`src/rtl/bpred_pkg.sv`:
```
// Shared definitions for the branch predictor: counter encodings,
// default table geometry and the sequential-PC increment.
package bpred_pkg;

  typedef enum logic [1:0] {
    SNT = 2'b00,
    WNT = 2'b01,
    WT  = 2'b10,
    ST  = 2'b11
  } ctr_t;

  localparam int          IDX_W_DEF = 4;
  localparam logic [31:0] PC_INC    = 32'd4;

endpackage

```
`src/rtl/bpred_if.sv`:
```
// Fetch-side lookup, EX-side resolution and redirect/statistics signals of the predictor.
interface bpred_if;
  logic [31:0] if_pc;
  logic        pred_taken;
  logic [31:0] pred_target;
  logic        res_valid;
  logic [31:0] res_pc;
  logic        res_taken;
  logic [31:0] res_target;
  logic        res_pred_taken;
  logic [31:0] res_pred_target;
  logic        mispredict;
  logic [31:0] redirect_pc;
  logic [31:0] br_cnt;
  logic [31:0] miss_cnt;

  modport master (
    output if_pc, res_valid, res_pc, res_taken, res_target,
           res_pred_taken, res_pred_target,
    input  pred_taken, pred_target, mispredict, redirect_pc, br_cnt, miss_cnt
  );

  modport slave (
    input  if_pc, res_valid, res_pc, res_taken, res_target,
           res_pred_taken, res_pred_target,
    output pred_taken, pred_target, mispredict, redirect_pc, br_cnt, miss_cnt
  );
endinterface

```
`src/rtl/bpred_sat_ctr2.sv`:
```
// 2-bit saturating counter next-state function (combinational).
module sat_ctr2
  import bpred_pkg::*;
(
  input  ctr_t ctr,
  input  logic taken,
  output ctr_t nxt
);

  always_comb begin
    nxt = ctr;
    case (ctr)
      SNT: nxt = taken ? WNT : SNT;
      WNT: nxt = taken ? WT  : SNT;
      WT:  nxt = taken ? ST  : WNT;
      ST:  nxt = taken ? ST  : WT;
      default: nxt = ctr;
    endcase
  end

endmodule

```
`src/rtl/bpred.sv`:
```
// Direct-mapped dynamic branch predictor: zero-latency lookup at fetch,
// training and registered redirect pulse at branch resolution.
module bpred
  import bpred_pkg::*;
#(
  parameter int IDX_W = IDX_W_DEF
) (
  input logic   clk,
  input logic   rst_n,
  bpred_if.slave bus
);

  localparam int TAG_W = 30 - IDX_W;
  localparam int DEPTH = 1 << IDX_W;

  logic             tbl_valid  [DEPTH];
  logic [TAG_W-1:0] tbl_tag    [DEPTH];
  logic [31:0]      tbl_target [DEPTH];
  ctr_t             tbl_ctr    [DEPTH];

  logic [IDX_W-1:0] lk_idx;
  logic [TAG_W-1:0] lk_tag;
  logic             lk_hit;
  ctr_t             lk_ctr;

  logic [IDX_W-1:0] up_idx;
  logic [TAG_W-1:0] up_tag;
  logic             up_hit;
  ctr_t             up_ctr_nxt;
  logic             miss_det;

  logic unused_pc_bits;
  assign unused_pc_bits = ^{bus.if_pc[1:0], bus.res_pc[1:0]};

  // Lookup reads registered state only; a same-cycle update is not bypassed.
  assign lk_idx = bus.if_pc[IDX_W+1:2];
  assign lk_tag = bus.if_pc[31:IDX_W+2];
  assign lk_ctr = tbl_ctr[lk_idx];
  assign lk_hit = tbl_valid[lk_idx] && (tbl_tag[lk_idx] == lk_tag);

  assign bus.pred_taken  = lk_hit && lk_ctr[1];
  assign bus.pred_target = bus.pred_taken ? tbl_target[lk_idx] : bus.if_pc + PC_INC;

  assign up_idx = bus.res_pc[IDX_W+1:2];
  assign up_tag = bus.res_pc[31:IDX_W+2];
  assign up_hit = tbl_valid[up_idx] && (tbl_tag[up_idx] == up_tag);

  sat_ctr2 u_sat_ctr2 (
    .ctr   (tbl_ctr[up_idx]),
    .taken (bus.res_taken),
    .nxt   (up_ctr_nxt)
  );

  assign miss_det = bus.res_valid &&
                    ((bus.res_pred_taken != bus.res_taken) ||
                     (bus.res_taken && (bus.res_pred_target != bus.res_target)));

  // Table training: hits train the counter, taken misses allocate (overwriting any alias).
  always_ff @(posedge clk or negedge rst_n) begin
    if (!rst_n) begin
      for (int i = 0; i < DEPTH; i++) begin
        tbl_valid[i]  <= 1'b0;
        tbl_tag[i]    <= '0;
        tbl_target[i] <= '0;
        tbl_ctr[i]    <= WNT;
      end
    end else if (bus.res_valid) begin
      if (up_hit) begin
        tbl_ctr[up_idx] <= up_ctr_nxt;
        if (bus.res_taken) tbl_target[up_idx] <= bus.res_target;
      end else if (bus.res_taken) begin
        tbl_valid[up_idx]  <= 1'b1;
        tbl_tag[up_idx]    <= up_tag;
        tbl_target[up_idx] <= bus.res_target;
        tbl_ctr[up_idx]    <= WT;
      end
    end
  end

  // Redirect pulse and performance counters, one cycle after resolution.
  always_ff @(posedge clk or negedge rst_n) begin
    if (!rst_n) begin
      bus.mispredict  <= 1'b0;
      bus.redirect_pc <= '0;
      bus.br_cnt      <= '0;
      bus.miss_cnt    <= '0;
    end else begin
      bus.mispredict <= miss_det;
      if (miss_det) begin
        bus.redirect_pc <= bus.res_taken ? bus.res_target : bus.res_pc + PC_INC;
        bus.miss_cnt    <= bus.miss_cnt + 32'd1;
      end
      if (bus.res_valid) bus.br_cnt <= bus.br_cnt + 32'd1;
    end
  end

endmodule

```
`src/flat_wrapper.sv`:
```
// flat-port wrapper written by rule: the top's interface ports become plain ports
module bpred_flat import bpred_pkg::*;
#(
  parameter int IDX_W = IDX_W_DEF
)
  (clk, rst_n, bus_if_pc, bus_res_valid, bus_res_pc, bus_res_taken, bus_res_target, bus_res_pred_taken, bus_res_pred_target, bus_pred_taken, bus_pred_target, bus_mispredict, bus_redirect_pc, bus_br_cnt, bus_miss_cnt);
  bpred_if bus_i ();
  input logic clk;
  input logic rst_n;
  input wire logic [$bits(bus_i.if_pc)-1:0] bus_if_pc;
  input wire logic [$bits(bus_i.res_valid)-1:0] bus_res_valid;
  input wire logic [$bits(bus_i.res_pc)-1:0] bus_res_pc;
  input wire logic [$bits(bus_i.res_taken)-1:0] bus_res_taken;
  input wire logic [$bits(bus_i.res_target)-1:0] bus_res_target;
  input wire logic [$bits(bus_i.res_pred_taken)-1:0] bus_res_pred_taken;
  input wire logic [$bits(bus_i.res_pred_target)-1:0] bus_res_pred_target;
  output wire logic [$bits(bus_i.pred_taken)-1:0] bus_pred_taken;
  output wire logic [$bits(bus_i.pred_target)-1:0] bus_pred_target;
  output wire logic [$bits(bus_i.mispredict)-1:0] bus_mispredict;
  output wire logic [$bits(bus_i.redirect_pc)-1:0] bus_redirect_pc;
  output wire logic [$bits(bus_i.br_cnt)-1:0] bus_br_cnt;
  output wire logic [$bits(bus_i.miss_cnt)-1:0] bus_miss_cnt;
  assign bus_i.if_pc = bus_if_pc;
  assign bus_i.res_valid = bus_res_valid;
  assign bus_i.res_pc = bus_res_pc;
  assign bus_i.res_taken = bus_res_taken;
  assign bus_i.res_target = bus_res_target;
  assign bus_i.res_pred_taken = bus_res_pred_taken;
  assign bus_i.res_pred_target = bus_res_pred_target;
  assign bus_pred_taken = bus_i.pred_taken;
  assign bus_pred_target = bus_i.pred_target;
  assign bus_mispredict = bus_i.mispredict;
  assign bus_redirect_pc = bus_i.redirect_pc;
  assign bus_br_cnt = bus_i.br_cnt;
  assign bus_miss_cnt = bus_i.miss_cnt;
  bpred #(.IDX_W(IDX_W)) u_core (.clk(clk), .rst_n(rst_n), .bus(bus_i));
endmodule
```
`config.mk`:
```
export PLATFORM = sky130hd
export DESIGN_NAME = bpred_flat
export DESIGN_NICKNAME = d
export VERILOG_FILES = /design/src/rtl/bpred_pkg.sv /design/src/rtl/bpred_if.sv /design/src/rtl/bpred_sat_ctr2.sv /design/src/rtl/bpred.sv /design/src/flat_wrapper.sv
export SDC_FILE = /design/constraint.sdc
export NUM_CORES = 2
export LEC_CHECK = 0
export ABC_CLOCK_PERIOD_IN_PS = 7250
export CELL_PAD_IN_SITES_DETAIL_PLACEMENT = 2
export CELL_PAD_IN_SITES_GLOBAL_PLACEMENT = 2
export CORE_ASPECT_RATIO = 0.5
export CORE_MARGIN = 5
export CORE_UTILIZATION = 35
export DETAILED_ROUTE_END_ITERATION = 7
export PLACE_DENSITY = 0.72
export RECOVER_POWER = 100
export SYNTH_ARGS = -nofsm -noshare
export SYNTH_HDL_FRONTEND = slang
export SYNTH_SLANG_ARGS = --single-unit
```
`constraint.sdc`:
```
create_clock -name clk -period 7.25 [get_ports clk]
set_clock_uncertainty 0.15 [all_clocks]
set_input_delay 1.45 -clock clk [delete_from_list [all_inputs] [get_ports clk]]
set_output_delay 1.45 -clock clk [all_outputs]
set_load 0.02 [all_outputs]
```
* Word-level counts from Yosys, hierarchy flattened *
Index checks and enable logic that the tools add are counted.

word-level totals
  output and inout bits = 130
  word-level logic and storage cells = 142
  input bits = 133
  register bits = 1073

cells by class
  bitwise gates (word level) = 7
  equality and inequality tests = 7
  $add $sub $neg = 4
  reduce and logical (&&, ||, !) cells = 12
  magnitude comparators = 3
  muxes and demuxes = 41

operators by type and width
  cell                   count
  $bwmux 512             1
  $bwmux 416             1
  $mux 32                7
  $bmux 26 s4            2
  $mux 26                5
  $bmux 32 s4            1
  $demux 32 s4           1
  $demux 26 s4           1
  $add 32x1->32 const B  2
  $add 32x3->32 const B  2
  $eq 26x26->1           2
  $bwmux 32              1
  $ne 32x32->1           1
  $or 16x16->16          2
  $and 16x16->16         1
  $bmux 2 s4             2
  $not 16->16            1
  $mux 2                 7
  $ge 5x5->1 const B     2
  $not 4->5              2
  $bmux 1 s4             2
  $demux 2 s4            1
  $pmux 2 s4             1
  $mux 1                 7
  12 further kinds       19

* Depth between registers and ports, before layout *
  depth in word-level cells = 9
  depth in mapped cells = 18
  mapped depth without buffers = 9

* Cells and area by module *
Synthesis repeated with hierarchy kept, for this count alone.

unflattened totals
  cells, all modules = 3863
  area, all modules = 55365.6 sq um

modules (own cells, without submodules)
  module    instances  area an instance (sq um)  sequential area each (sq um)  cells an instance
  bpred     1          55339.3                   26870.8                       3860
  sat_ctr2  1          26.3                      0.0                           3

* Worst setup path after synthesis *
OpenSTA, ideal clock, no wires.

  path type = input to output
  from = in bus_if_pc[3]
  to = out bus_pred_taken
  setup slack = 598 ps
  required time = 5650 ps
  cell stages on the path = 11
  data arrival time = 5052 ps
  path through = buf_2 buf_2 buf_1 clkbuf_1 mux4_2 mux4_2 xnor2_1 nand2_1 or4_1 or4_1 nor4_1

on the way
  word-level cells in the longest chain between the ends = 7
  elaborated cells between the ends (all ways) = 13

ends and longest elaborated chain
  element                                      RTL line                  RTL
  start: declaration                           flat_wrapper.sv:10        input wire logic [$bits(bus_i.if_pc)-1:0] bus_if_pc;
  $not 4->5 (implied by the code) *            bpred.sv:38, bpred.sv:39
  $bmux 26 s4                                  bpred.sv:39               assign lk_hit = tbl_valid[lk_idx] && (tbl_tag[lk_idx] == lk_tag);
  $mux 26 (implied by the code) (2 in series)  bpred.sv:39
  $eq 26x26->1                                 bpred.sv:39
  $logic_and 1x1->1                            bpred.sv:39
  $logic_and 1x1->1 *                          bpred.sv:41               assign bus.pred_taken = lk_hit && lk_ctr[1];
  end: declaration                             flat_wrapper.sv:17        output wire logic [$bits(bus_i.pred_taken)-1:0] bus_pred_taken;

Mark *: on every way between the ends. The rest lies on a longest branch, timed or not. The select of a mux whose other input is x is not followed.

* Worst setup path in the final report *
  from = in bus_if_pc[2]
  to = out bus_pred_target[19]

on the way
  word-level cells in the longest chain between the ends = 8
  elaborated cells between the ends (all ways) = 18

ends and longest elaborated chain
  element                                      RTL line                               RTL
  $not 4->5 (implied by the code)              bpred.sv:38, bpred.sv:39, bpred.sv:42
  $bmux 26 s4                                  bpred.sv:39
  $mux 26 (implied by the code) (2 in series)  bpred.sv:39
  $eq 26x26->1                                 bpred.sv:39
  $logic_and 1x1->1                            bpred.sv:39
  $logic_and 1x1->1                            bpred.sv:41
  $mux 32 *                                    bpred.sv:42                            assign bus.pred_target = bus.pred_taken ? tbl_target[lk_idx] : bus.if_pc + PC_INC;
  end: declaration                             flat_wrapper.sv:18                     output wire logic [$bits(bus_i.pred_target)-1:0] bus_pred_target;

Marked as above.

==> run summary <==
====================================================================================================
Slew Limit Fails ......................................................................          848
Global-route wire length before repair ................................................       301 mm
Post-Place Cells ......................................................................        6,117
Data arrival, critical path ...........................................................      5.59 ns
Maximum number of pins on one net before global-route repair ..........................          179
Via count normalized by instance count ................................................         5.79
Number of library cell types mapped by synthesis ......................................           76
Worst hold path type ..................................................................      reg2reg
Post-synth ARST share .................................................................         1.00
Number of placed I/O pins .............................................................          263
Peak per-stage delay on the critical path .............................................      0.56 ns
Status ................................................................................ complete, but fails checks
Signed area change from the synthesized netlist to the final layout ...................        13.9%
Area of the die ....................................................................... 170,000 sq um
Minimum clock period after layout .....................................................      7.19 ns
Peak supply drop ......................................................................   0.000191 V
Worst Hold Margin .....................................................................     0.321 ns
Global placement routability congestion ...............................................        0.896
Share of final-layout standard cells stronger than drive strength 1 ...................        0.357
Type of the setup path with the least slack ...........................................       in2out
Setup slack after layout ..............................................................    0.0589 ns
Leading register cell type out of synthesis ...........................................      dfrtp_1
DRC Markers ...........................................................................            0
Total wire length .....................................................................       207 mm
Number of antenna-violating nets in the routed design .................................            0
Cell type of the slowest stage on the worst timing path ...............................       mux4_2
CP Cell Sequence ...................................................................... buf_8, buf_12, buf_4, mux4_2, mux4_2, xnor2_1, or4b_4, nor4_4, buf_4, clkbuf_16, mux2_1, clkdlybuf4s50_1
Final Instance Count excl. Fillers ....................................................        6,330
Total power density per cell area .....................................................  275 nW/um^2
Crit-path max FO ......................................................................           16
Crit end category .....................................................................  output port
Number of global-route vias before repair .............................................       41,100
Chip Height ...........................................................................       294 um
Fmax ..................................................................................    0.139 GHz
Category of the worst setup path launch point ......................................... primary input
Number of buffers created by CTS ......................................................          109
Clock-pin slew reported for the worst setup and hold paths after clock tree synthesis .      0.06 ns
H-tree depth ..........................................................................            3
Core Box Area ......................................................................... 161,000 sq um
Detailed placer's ending HPWL .........................................................       133 mm
Transition time at the pin with the least slew margin .................................      5.04 ns
Area contributors post-synth .......................................................... dfrtp_1, mux4_2, mux2_2
Setup-violating endpoint count in the final report ....................................            0
Cell accounting for the most synthesized area .........................................      dfrtp_1
Worst path top cell family by delay ................................................... buffers and inverters
Initial core utilization ..............................................................        0.352
Post-synthesis average cell area ......................................................   14.6 sq um
First-iteration detailed-routing DRC count ............................................        2,798
Final worst path period share .........................................................        0.992
Clock Sink Count ......................................................................        1,073
Area share of the largest cell type after synthesis ...................................        0.468
Via count .............................................................................       36,700
Overall routing resource usage ........................................................        0.240
Aggregate negative setup slack ........................................................         0 ns
Violations in the final reports ....................................................... capacitance limit, slew limit
Count of flip-flops with a built-in enable after synthesis ............................            0
Flip-flop and latch count after synthesis .............................................        1,073
Number of warnings issued by yosys ....................................................            0
Share of the yosys chip area belonging to registers ...................................        0.475
Root Driver ...........................................................................    clkbuf_16
Number of buffers added on ports ......................................................          262
Static leakage power ..................................................................    0.0273 uW
Post-synth design cell area ........................................................... 56,500 sq um
CTS tree ..............................................................................         done
Worst Path Buf+Inv ....................................................................            6
Row Count .............................................................................          104
Total power draw ......................................................................    17,700 uW
Worst slack at placement ..............................................................    0.0492 ns
CP Data Required Time .................................................................      5.65 ns
Sum of overflow across all layers after global routing ................................            0
Register Area ......................................................................... 26,900 sq um
Nets ..................................................................................        4,198
Width of the die ......................................................................       578 um
Buffers from clock root to sink, at most ..............................................            3
Relative max-transition margin ........................................................        -2.36
Clock latency on the worst-skew pair ..................................................      0.76 ns
Routed len/inst .......................................................................      32.6 um
Antenna violations before repair ......................................................           13
FILL cells ............................................................................       15,800
Count of max-cap constraint violations ................................................           21
Total iterations of the first detailed-routing run ....................................            6
Hold Fails Final Rpt ..................................................................            0
Synthesized Nets ......................................................................        3,999
Post-Synthesis Cells ..................................................................        3,859
Area of the multi-input gates ......................................................... 26,700 sq um
====================================================================================================
[layout by cell type (no fill, tap or decap), drive strengths merged, types with 13 or more instances in the layout]
cell / Yosys / routed
dfrtp: 1057 / 1057
mux2: 1013 / 1013
mux4: 360 / 360
clkbuf: 213 / 199
buf: 141 / 152
clkdlybuf4s50: 0 / 145
xnor2: 138 / 138
nand2: 126 / 126
dlygate4sd3: 0 / 99
nor2: 96 / 96
mux2i: 92 / 92
o21ai: 68 / 68
nand3: 62 / 62
xor2: 59 / 59
nor3: 51 / 51
nand4: 40 / 40
a21oi: 35 / 35
inv: 27 / 33
and3: 26 / 26
a22oi: 24 / 24
or2: 20 / 20
clkinv: 0 / 19
a32oi: 18 / 18
a31o: 17 / 17
dfstp: 16 / 16
nor4: 15 / 15
o22ai: 14 / 14
a21boi: 13 / 13
[logic make-up after synthesis]
logic type	count (synthesis)	synth area share
flops	1073	0.475
fa+ha+maj	9	0.00190
compound gates	257	0.0348
mux	1465	0.381
xor+xnor	197	0.0305
buf+inv	381	0.0352
simple gates	477	0.0416
[layer usage]
metal | GRT usage | share of wire | up-vias
met4 | 0.0901 | 0.044 | 0
met5 | 0 | 0 | -
met3 | 0.0373 | 0.051 | 376
li1 | - | - | 14800
met1 | 0.318 | 0.42 | 20400
met2 | 0.397 | 0.48 | 1045
[where the power goes]
group | leakage [uW] | switching, uW | internal (uW) | total (uW)
clock | 0.00187 | 2660 | 3510 | 6160
sequential | 0.0137 | 828 | 7090 | 7920
combinational | 0.0117 | 1680 | 1930 | 3610
[what timing repair did]
| item | CTS | global route |
|---|---|---|
| setup buffers | 0 | 2 |
| setup endpoints to repair | 0 | 16 |
| hold buffers | 0 | 0 |
| gates resized for setup | 0 | 12 |
[path summary, 6_finish.rpt]
check | from | endpoint | slack (ns) | cells after the start
max | bus_if_pc[2] | bus_pred_target[19] | 0.06 | 12
min | u_core.bus.br_cnt[31] | u_core.bus.br_cnt[31] | 0.32 | 1
max reg2reg | u_core.tbl_tag[313] | u_core.tbl_tag[239] | 2.21 | 9
min reg2reg | u_core.bus.br_cnt[31] | u_core.bus.br_cnt[31] | 0.32 | 1
max in group asynchronous | rst_n | u_core.tbl_tag[408] | 0.96 | 2
min in group asynchronous | rst_n | u_core.tbl_target[288] | 2.51 | 1
[synthesized netlist by cell type, types with 7 or more instances]
cell type     n
a211oi_1      8
a21boi_4     13
a21oi_1      32
a221oi_1     10
a22oi_1      23
a31o_2       17
a31oi_1       7
a32oi_1      18
and3_1       26
and4_1        9
buf_1        40
buf_2        30
buf_4        13
buf_6        54
clkbuf_1    213
dfrtp_1    1057
dfstp_2      16
ha_1          7
inv_1        27
mux2_1       21
mux2_2      707
mux2_4      285
mux2i_1      92
mux4_2      358
nand2_1     126
nand2b_1      7
nand3_1      62
nand4_1      40
nor2_1       96
nor2b_1      12
nor3_1       51
nor4_1       14
o21ai_0      67
o22ai_1      14
or2_1        15
xnor2_1     138
xor2_1       59
[sequential cells by signal, summed over array words and instances (netlist names)]
register                flops
u_core.tbl_target         512
u_core.tbl_tag            416
u_core.bus.br_cnt          32
u_core.bus.miss_cnt        32
u_core.bus.redirect_pc     32
u_core.tbl_ctr             32
u_core.tbl_valid           16
u_core.bus.mispredict       1
[cell type report]
type                       instances  share of cell area
clock buffer                     161              0.0496
timing repair buffer             442              0.0641
clock inverter                    41              0.0101
antenna                            8            0.000311
multi-input combinational       2405               0.415
inverter                          27             0.00157
tap                             2173              0.0422
sequential                      1073               0.417
[through the flow]
step	instance area [sq um]	utilization
3_3_place_gp	61800	0.385
2_1_floorplan	56500	-
3_5_place_dp	61800	0.385
5_1_grt	64400	0.401
4_1_cts	65700	0.409
6_report	64400	0.401
Power figures use the tool's default switching activity.
